[config.mk]
export PLATFORM = sky130hd
export DESIGN_NAME = dir_inval_engine
export DESIGN_NICKNAME = d
export VERILOG_FILES = /design/src/rtl/coh_pkg.sv /design/src/rtl/dir_inval_engine_ffs_pick.sv /design/src/rtl/dir_inval_engine.sv
export SDC_FILE = /design/constraint.sdc
export NUM_CORES = 1
export LEC_CHECK = 0
export BUFFER_PORTS_ARGS = -buffer_cell sky130_fd_sc_hd__buf_2
export CAP_MARGIN = 20
export CORE_MARGIN = 2
export CORE_UTILIZATION = 50
export DETAILED_ROUTE_END_ITERATION = 16
export HOLD_SLACK_MARGIN = 0.08
export PLACE_DENSITY = 0.79
export REMOVE_ABC_BUFFERS = 1
export SYNTH_ARGS = -nofsm -noshare
export SYNTH_HDL_FRONTEND = slang
export SYNTH_SLANG_ARGS = --single-unit
[constraint.sdc]
create_clock -name clk -period 3.5 [get_ports clk]
set_input_delay 0.35 -clock clk [delete_from_list [all_inputs] [get_ports clk]]
set_output_delay 0.35 -clock clk [all_outputs]
set_load 0.02 [all_outputs]
[src/rtl/coh_pkg.sv]
// ---------------------------------------------------------------------------
// coh_pkg
//   Shared coherence definitions used by the directory invalidation engine.
//   - Directory line state encodings (ST_I / ST_S / ST_M)
//   - Request type encodings (REQ_READ / REQ_WRITE)
//   - cu_id_w(): width of a CU identifier for a given CU count
//   - fsm_e: invalidation engine transaction states
// ---------------------------------------------------------------------------
package coh_pkg;

  localparam logic [1:0] ST_I = 2'd0;
  localparam logic [1:0] ST_S = 2'd1;
  localparam logic [1:0] ST_M = 2'd2;

  localparam logic [1:0] REQ_READ  = 2'd0;
  localparam logic [1:0] REQ_WRITE = 2'd1;

  // A single-CU system still needs a 1-bit id field.
  function automatic int cu_id_w(input int n);
    return (n > 1) ? $clog2(n) : 1;
  endfunction

  typedef enum logic [1:0] {
    FSM_IDLE     = 2'd0,
    FSM_ISSUE    = 2'd1,
    FSM_WAIT_ACK = 2'd2,
    FSM_GRANT    = 2'd3
  } fsm_e;

endpackage

[src/rtl/dir_inval_engine_ffs_pick.sv]
// ---------------------------------------------------------------------------
// ffs_pick
//   Lowest-set-bit priority encoder over an NUM_CU-wide request vector.
//   Ports:
//     req    in   NUM_CU   request vector
//     idx    out  CU id    index of the lowest set bit (0 when none set)
//     found  out  1        at least one bit of req is set
// ---------------------------------------------------------------------------
module ffs_pick
  import coh_pkg::*;
#(
  parameter int NUM_CU = 16
) (
  input  logic [NUM_CU-1:0]          req,
  output logic [cu_id_w(NUM_CU)-1:0] idx,
  output logic                       found
);

  localparam int CU_W = cu_id_w(NUM_CU);

  // Scanning from the top down lets the lowest set bit win the last write.
  always_comb begin
    idx   = '0;
    found = 1'b0;
    for (int i = NUM_CU - 1; i >= 0; i--) begin
      if (req[i]) begin
        idx   = CU_W'(i);
        found = 1'b1;
      end
    end
  end

endmodule

[src/rtl/dir_inval_engine.sv]
// ---------------------------------------------------------------------------
// dir_inval_engine
//   Invalidation/recall engine behind the coherence directory. Accepts one
//   directory lookup result, sends an invalidation to every affected L1 other
//   than the requester (lowest CU first), collects the acks and only then
//   grants the requester. One transaction in flight at a time, which makes
//   this block the ordering point for writes to a line.
//
//   Optional feature macro: INV_ACK_TIMEOUT_EN
//     defined   : ack wait is bounded by TIMEOUT_CYC cycles; on expiry the
//                 sticky timeout_err flag is set and the grant is issued.
//     undefined : waits for acks indefinitely, timeout_err tied to 0.
//
//   Ports:
//     clk, reset                clock, synchronous active-high reset
//     in_valid/in_ready         directory result handshake
//     in_type/in_addr/in_cu     request type, line address, requester id
//     in_state/in_sharers       directory line state, sharer/owner vector
//     inv_valid/inv_ready       invalidation handshake to the network
//     inv_cu/inv_addr           invalidation target and line
//     ack_valid/ack_cu          invalidation ack from an L1
//     grant_valid/grant_ready   grant handshake to the requester
//     grant_cu/addr/type        latched request fields
//     timeout_err               sticky ack-timeout flag
// ---------------------------------------------------------------------------
module dir_inval_engine
  import coh_pkg::*;
#(
  parameter int NUM_CU      = 16,
  parameter int ADDR_W      = 32,
  parameter int TIMEOUT_CYC = 1024
) (
  input  logic                       clk,
  input  logic                       reset,

  input  logic                       in_valid,
  output logic                       in_ready,
  input  logic [1:0]                 in_type,
  input  logic [ADDR_W-1:0]          in_addr,
  input  logic [cu_id_w(NUM_CU)-1:0] in_cu,
  input  logic [1:0]                 in_state,
  input  logic [NUM_CU-1:0]          in_sharers,

  output logic                       inv_valid,
  input  logic                       inv_ready,
  output logic [cu_id_w(NUM_CU)-1:0] inv_cu,
  output logic [ADDR_W-1:0]          inv_addr,

  input  logic                       ack_valid,
  input  logic [cu_id_w(NUM_CU)-1:0] ack_cu,

  output logic                       grant_valid,
  input  logic                       grant_ready,
  output logic [cu_id_w(NUM_CU)-1:0] grant_cu,
  output logic [ADDR_W-1:0]          grant_addr,
  output logic [1:0]                 grant_type,

  output logic                       timeout_err
);

  localparam int                CU_W = cu_id_w(NUM_CU);
  localparam logic [NUM_CU-1:0] ONE  = NUM_CU'(1);

  fsm_e              state;
  logic [NUM_CU-1:0] pend;     // invalidations still to be sent
  logic [NUM_CU-1:0] outst;    // invalidations sent, ack not yet seen
  logic [CU_W-1:0]   req_cu_q;
  logic [ADDR_W-1:0] req_addr_q;
  logic [1:0]        req_type_q;

  logic [NUM_CU-1:0] tgt;
  logic [NUM_CU-1:0] issue_bit;
  logic [NUM_CU-1:0] ack_bit;
  logic [NUM_CU-1:0] pend_nxt;
  logic [NUM_CU-1:0] outst_nxt;
  logic [CU_W-1:0]   pick_idx;
  logic              pick_found;
  logic              inv_fire;
  logic              ack_ok;
  logic              timeout_hit;

  ffs_pick #(
    .NUM_CU (NUM_CU)
  ) u_pick (
    .req   (pend),
    .idx   (pick_idx),
    .found (pick_found)
  );

  // The pending mask only changes on an issue handshake, so the target stays
  // put while the network back-pressures.
  assign inv_cu     = pick_idx;
  assign inv_addr   = req_addr_q;
  assign grant_cu   = req_cu_q;
  assign grant_addr = req_addr_q;
  assign grant_type = req_type_q;
  assign inv_fire   = inv_valid && inv_ready && pick_found;

  always_comb begin
    tgt = '0;
    // Writes must kill every other copy; reads only need to recall a dirty owner.
    if (((in_type == REQ_WRITE) && ((in_state == ST_S) || (in_state == ST_M))) ||
        ((in_type == REQ_READ) && (in_state == ST_M))) begin
      tgt = in_sharers & ~(ONE << in_cu);
    end

    issue_bit = inv_fire ? (ONE << pick_idx) : '0;

    // outst is checked before this cycle's issue is folded in, so an ack
    // racing its own invalidation handshake is dropped.
    ack_ok  = ack_valid && ((state == FSM_ISSUE) || (state == FSM_WAIT_ACK)) &&
              outst[ack_cu];
    ack_bit = ack_ok ? (ONE << ack_cu) : '0;

    pend_nxt  = pend & ~issue_bit;
    outst_nxt = (outst | issue_bit) & ~ack_bit;
  end

`ifdef INV_ACK_TIMEOUT_EN
  localparam int CNT_W = $clog2(TIMEOUT_CYC + 1);

  logic [CNT_W-1:0] wait_cnt;
  logic             timeout_q;

  // Fires on the TIMEOUT_CYC-th consecutive ack-less cycle in WAIT_ACK.
  assign timeout_hit = (state == FSM_WAIT_ACK) && !ack_ok &&
                       (wait_cnt == CNT_W'(TIMEOUT_CYC - 1));
  assign timeout_err = timeout_q;

  always_ff @(posedge clk) begin
    if (reset) begin
      wait_cnt  <= '0;
      timeout_q <= 1'b0;
    end else begin
      if ((state != FSM_WAIT_ACK) || ack_ok) begin
        wait_cnt <= '0;
      end else begin
        wait_cnt <= wait_cnt + CNT_W'(1);
      end
      if (timeout_hit) begin
        timeout_q <= 1'b1;
      end
    end
  end
`else
  assign timeout_hit = 1'b0;
  assign timeout_err = 1'b0;
`endif

  always_ff @(posedge clk) begin
    if (reset) begin
      state       <= FSM_IDLE;
      in_ready    <= 1'b1;
      inv_valid   <= 1'b0;
      grant_valid <= 1'b0;
      pend        <= '0;
      outst       <= '0;
      req_cu_q    <= '0;
      req_addr_q  <= '0;
      req_type_q  <= '0;
    end else begin
      case (state)
        FSM_IDLE: begin
          if (in_valid) begin
            req_cu_q   <= in_cu;
            req_addr_q <= in_addr;
            req_type_q <= in_type;
            in_ready   <= 1'b0;
            if (tgt == '0) begin
              state       <= FSM_GRANT;
              grant_valid <= 1'b1;
            end else begin
              pend      <= tgt;
              state     <= FSM_ISSUE;
              inv_valid <= 1'b1;
            end
          end
        end

        FSM_ISSUE: begin
          pend  <= pend_nxt;
          outst <= outst_nxt;
          if (inv_fire && (pend_nxt == '0)) begin
            inv_valid <= 1'b0;
            state     <= FSM_WAIT_ACK;
          end
        end

        FSM_WAIT_ACK: begin
          if (timeout_hit) begin
            outst       <= '0;
            state       <= FSM_GRANT;
            grant_valid <= 1'b1;
          end else begin
            outst <= outst_nxt;
            if (outst_nxt == '0) begin
              state       <= FSM_GRANT;
              grant_valid <= 1'b1;
            end
          end
        end

        FSM_GRANT: begin
          if (grant_ready) begin
            grant_valid <= 1'b0;
            in_ready    <= 1'b1;
            state       <= FSM_IDLE;
          end
        end

        default: begin
          state <= FSM_IDLE;
        end
      endcase
    end
  end

endmodule
==> impl_metrics.xml <==
<?xml version="1.0" encoding="UTF-8"?>
<metrics>
  <group name="routing">
    <metric name="viasPerCell" unit="">5.99</metric>
    <metric name="totalWireLength" unit="um">13900</metric>
    <metric name="dr_total_vias" unit="">4890</metric>
    <metric name="detail_route.wl_per_cell" unit="um">17.0</metric>
    <metric name="ant_nets" unit="">0</metric>
    <metric name="drt_first_iter_violations" unit="">389</metric>
    <metric name="dr.pass1.iters" unit="">5</metric>
    <metric name="drt_drc_violations_left" unit="">0</metric>
  </group>
  <group name="status">
    <metric name="outcome" unit="">complete, no violations</metric>
  </group>
  <group name="clock_network">
    <metric name="insertion_delay" unit="ps">360</metric>
    <metric name="cts_made_buffers" unit="">9</metric>
    <metric name="holdBufCountCts" unit="">0</metric>
    <metric name="tritoncts" unit="">yes</metric>
    <metric name="numClockSinks" unit="">75</metric>
    <metric name="htreeDepth" unit="">3</metric>
    <metric name="cts_max_path_buffers" unit="">2</metric>
    <metric name="root_buffer" unit="">sky130_fd_sc_hd__clkbuf_8</metric>
    <metric name="cts.clk_slew.worst_paths" unit="ps">90</metric>
  </group>
  <group name="setup_path">
    <metric name="critical_path.startpoint_type" unit="">register</metric>
    <metric name="worst_path_dominant_cell_family" unit="">simple AND/OR/NAND/NOR gates</metric>
    <metric name="worst_ep_arrival_time" unit="ps">3660</metric>
    <metric name="crit_fanout" unit="">6</metric>
    <metric name="cp_slowest_cell" unit="">sky130_fd_sc_hd__or4_1</metric>
    <metric name="cp_data_required_time" unit="ps">3780</metric>
    <metric name="endpoint_kind" unit="">register</metric>
    <metric name="worstPathBufferInverterCount" unit="">1</metric>
    <metric name="setup_crit_path_kind" unit="">register to register</metric>
    <metric name="crit_chain" unit="">inv_1, ha_2, nand4b_1, nor2b_1, nor2_1, a2111oi_1, o2111ai_1, a211oi_2, a32oi_2, or4_1, a21oi_1</metric>
    <metric name="timing.critical_path.slowest_cell_delay" unit="ps">550</metric>
  </group>
  <group name="sta">
    <metric name="worst_slack" unit="ps">112</metric>
    <metric name="final.setup_skew" unit="ps">11.6</metric>
    <metric name="setup_total_negative_slack" unit="ps">0</metric>
    <metric name="worst_pin_slew" unit="ps">974</metric>
    <metric name="fmaxAchievable" unit="MHz">295</metric>
    <metric name="finalCriticalPeriod" unit="ps">3390</metric>
    <metric name="timing.final.setup_violations" unit="">0</metric>
    <metric name="timing_max_transition_violations_final" unit="">0</metric>
    <metric name="worst_hold_slack" unit="ps">221</metric>
    <metric name="relSlewSlack" unit="%">35.1</metric>
    <metric name="fin_crit_sh" unit="%">96.8</metric>
    <metric name="finalHoldViolations" unit="">0</metric>
  </group>
  <group name="synth">
    <metric name="post_synth_main_area_contributors" unit="">sky130_fd_sc_hd__dfxtp_1 (33%), sky130_fd_sc_hd__a21oi_1 (8.9%), sky130_fd_sc_hd__nand2_1 (8.3%), sky130_fd_sc_hd__buf_4 (5.4%), sky130_fd_sc_hd__nor2_1 (3.4%)</metric>
    <metric name="synth_edf_count" unit="">0</metric>
    <metric name="synth_async_sr_flop_share" unit="%">0</metric>
    <metric name="avgSynthCellArea" unit="sq um">7.54</metric>
    <metric name="synth_largest_type_area_fraction" unit="%">32.9</metric>
    <metric name="synth_largest_area_cell" unit="">sky130_fd_sc_hd__dfxtp_1</metric>
    <metric name="yosysWarnings" unit="">0</metric>
    <metric name="postSynth.topFlopCell" unit="">sky130_fd_sc_hd__dfxtp_1</metric>
    <metric name="synth-seq-cells" unit="">75</metric>
    <metric name="synth_seq_area_share" unit="%">32.9</metric>
    <metric name="mappedNetlistArea" unit="sq mm">0.00456</metric>
    <metric name="synth_cell_type_count" unit="">75</metric>
    <metric name="synthCells" unit="">605</metric>
  </group>
  <group name="power_and_ir_drop">
    <metric name="peakVddDrop" unit="mV">0.281</metric>
    <metric name="static-leakage-power" unit="nW">2.27</metric>
    <metric name="powerDensity" unit="mW/mm^2">552</metric>
  </group>
  <group name="finish">
    <metric name="fin_nets" unit="">775</metric>
    <metric name="areaGrowthSynthToFinish" unit="%">17.5</metric>
    <metric name="final_layout_size_suffix_gt1_share" unit="%">26.8</metric>
    <metric name="final_core_util" unit="%">60.9</metric>
    <metric name="antennaDiodeCount" unit="">0</metric>
  </group>
  <group name="floorplanning">
    <metric name="dieWidth" unit="um">99.5</metric>
    <metric name="core_region_area" unit="sq mm">0.00881</metric>
    <metric name="initial_utilization" unit="%">51.8</metric>
    <metric name="io-pin-count" unit="">144</metric>
    <metric name="num_rows" unit="">34</metric>
    <metric name="fp.dieArea" unit="sq mm">0.00991</metric>
    <metric name="die_h" unit="um">99.5</metric>
  </group>
  <group name="grt">
    <metric name="antenna_violations_before_repair" unit="">0</metric>
    <metric name="maximum_number_of_pins_on_one_net_before_global_route_repair" unit="">53</metric>
    <metric name="globalRoute.totalOverflow" unit="">0</metric>
    <metric name="grt_pass1_vias" unit="">4341</metric>
    <metric name="global_route_wire_length_before_repair" unit="um">21400</metric>
    <metric name="grt_use_total" unit="%">26.3</metric>
  </group>
  <group name="min_path">
    <metric name="hold_path_class" unit="">input port to register</metric>
  </group>
  <group name="place">
    <metric name="portBuffers" unit="">142</metric>
    <metric name="routabilityCongestion" unit="">0.977</metric>
    <metric name="post-dp-hpwl" unit="um">10400</metric>
    <metric name="post-place-ws" unit="ps">245</metric>
  </group>
  <group name="job">
    <metric name="max_cap_violations" unit="">0</metric>
  </group>
</metrics>
cell type report:
cell class              count  area [sq um]
clock buffers               9           124
well taps                 108           135
clock inverters             7          98.8
inverters                  15          56.3
flip-flops and latches     75          1500
repair buffers            157           823
multi-input cells         446          2620
fillers                   786          3440
cell usage after synthesis (3+ instances only):
library cell,n
sky130_fd_sc_hd__a2bb2oi_1,3
sky130_fd_sc_hd__o21ai_1,3
sky130_fd_sc_hd__a2111oi_0,3
sky130_fd_sc_hd__mux2i_1,4
sky130_fd_sc_hd__nor2b_1,10
sky130_fd_sc_hd__and2_1,8
sky130_fd_sc_hd__o2111ai_1,6
sky130_fd_sc_hd__clkbuf_1,22
sky130_fd_sc_hd__o31a_1,3
sky130_fd_sc_hd__o311ai_0,6
sky130_fd_sc_hd__o21ai_0,27
sky130_fd_sc_hd__a21oi_1,81
sky130_fd_sc_hd__nor2_1,41
sky130_fd_sc_hd__or4_1,6
sky130_fd_sc_hd__a211oi_1,5
sky130_fd_sc_hd__buf_2,7
sky130_fd_sc_hd__ha_1,5
sky130_fd_sc_hd__inv_1,15
sky130_fd_sc_hd__nor3b_1,4
sky130_fd_sc_hd__buf_1,5
sky130_fd_sc_hd__o22ai_1,4
sky130_fd_sc_hd__a21boi_0,4
sky130_fd_sc_hd__buf_4,33
sky130_fd_sc_hd__nand2b_1,13
sky130_fd_sc_hd__nor3_1,8
sky130_fd_sc_hd__nand4_1,6
sky130_fd_sc_hd__o21a_1,5
sky130_fd_sc_hd__o31ai_1,4
sky130_fd_sc_hd__o211ai_1,9
sky130_fd_sc_hd__nor4_1,4
sky130_fd_sc_hd__nand4b_1,4
sky130_fd_sc_hd__nand3_1,7
sky130_fd_sc_hd__o32a_1,3
sky130_fd_sc_hd__dfxtp_1,75
sky130_fd_sc_hd__nand2_1,101
sky130_fd_sc_hd__or2_1,4
sky130_fd_sc_hd__o32ai_1,4
sky130_fd_sc_hd__a31oi_1,8
per-layer routing:
metal  global-route usage, %  up-vias  part of all wire (%)
met5                       0        -                     0
met2                    40.7      233                    47
met1                    36.6     2266                    44
li1                        -     2356                     -
met4                    9.91        0                   2.7
met3                    4.78       35                   6.7
cells by family after synthesis:
group,share of synthesized area (%)
muxes,1.37
adders and majority gates,1.37
buffers and inverters,10.1
and+or+nand+nor,25.7
other,0.0822
DFF,32.9
AOI/OAI and AO/OA,28.4
metrics by stage:
stage / total power, mW / std cells / instance area (sq um)
CTS: 2.93 / 816 / 5330
finish: 2.96 / 817 / 5360
global placement: 2.16 / 800 / 5110
detailed placement: 2.18 / 800 / 5110
floorplan: 1.75 / 536 / 4160
global route: 3.11 / 817 / 5360
power breakdown:
part           internal (mW)  total [mW]  switching (mW)
registers              0.957        1.04          0.0804
logic                  0.406        1.16           0.759
clock network          0.407       0.758           0.352
timing repair:
item | CTS | global route
buffers inserted | 0 | 1
endpoints found under the setup margin | 0 | 2
gates resized for setup | 0 | 7
hold endpoints to repair | 0 | 0
worst min-delay path, delay by kind of cell:
family	cells	cell delay, ps
buffers and inverters	1	90
AOI/OAI and AO/OA	1	50
and+or+nand+nor	1	40
state kept, by name, indices dropped and copies added (netlist names):
name,count
outst,16
grant_valid,1
grant_cu,4
grant_addr,32
inv_valid,1
pend,16
state,2
in_ready,1
grant_type,2
final timing paths:
| check | startpoint | to | slack [ps] | cells past startpoint |
|---|---|---|---|---|
| worst max-delay path | state[1] | state[1] | 110 | 11 |
| worst min-delay path | in_addr[16] | grant_addr[16] | 220 | 3 |
| worst max register to register | state[1] | state[1] | 110 | 11 |
| worst min register to register | grant_cu[2] | grant_cu[2] | 470 | 2 |
placed cells by master, fill, tap and decap left out, types with 7 or more instances in the layout:
master	synthesis	final
sky130_fd_sc_hd__a21oi_1	81	81
sky130_fd_sc_hd__a31oi_1	8	8
sky130_fd_sc_hd__and2_1	8	8
sky130_fd_sc_hd__buf_2	7	142
sky130_fd_sc_hd__buf_4	33	15
sky130_fd_sc_hd__clkbuf_8	0	9
sky130_fd_sc_hd__dfxtp_1	75	75
sky130_fd_sc_hd__inv_1	15	15
sky130_fd_sc_hd__nand2_1	101	101
sky130_fd_sc_hd__nand2b_1	13	13
sky130_fd_sc_hd__nand3_1	7	7
sky130_fd_sc_hd__nor2_1	41	41
sky130_fd_sc_hd__nor2b_1	10	10
sky130_fd_sc_hd__nor3_1	8	8
sky130_fd_sc_hd__o211ai_1	9	9
sky130_fd_sc_hd__o21ai_0	27	26
Power figures use the tool's default switching activity.
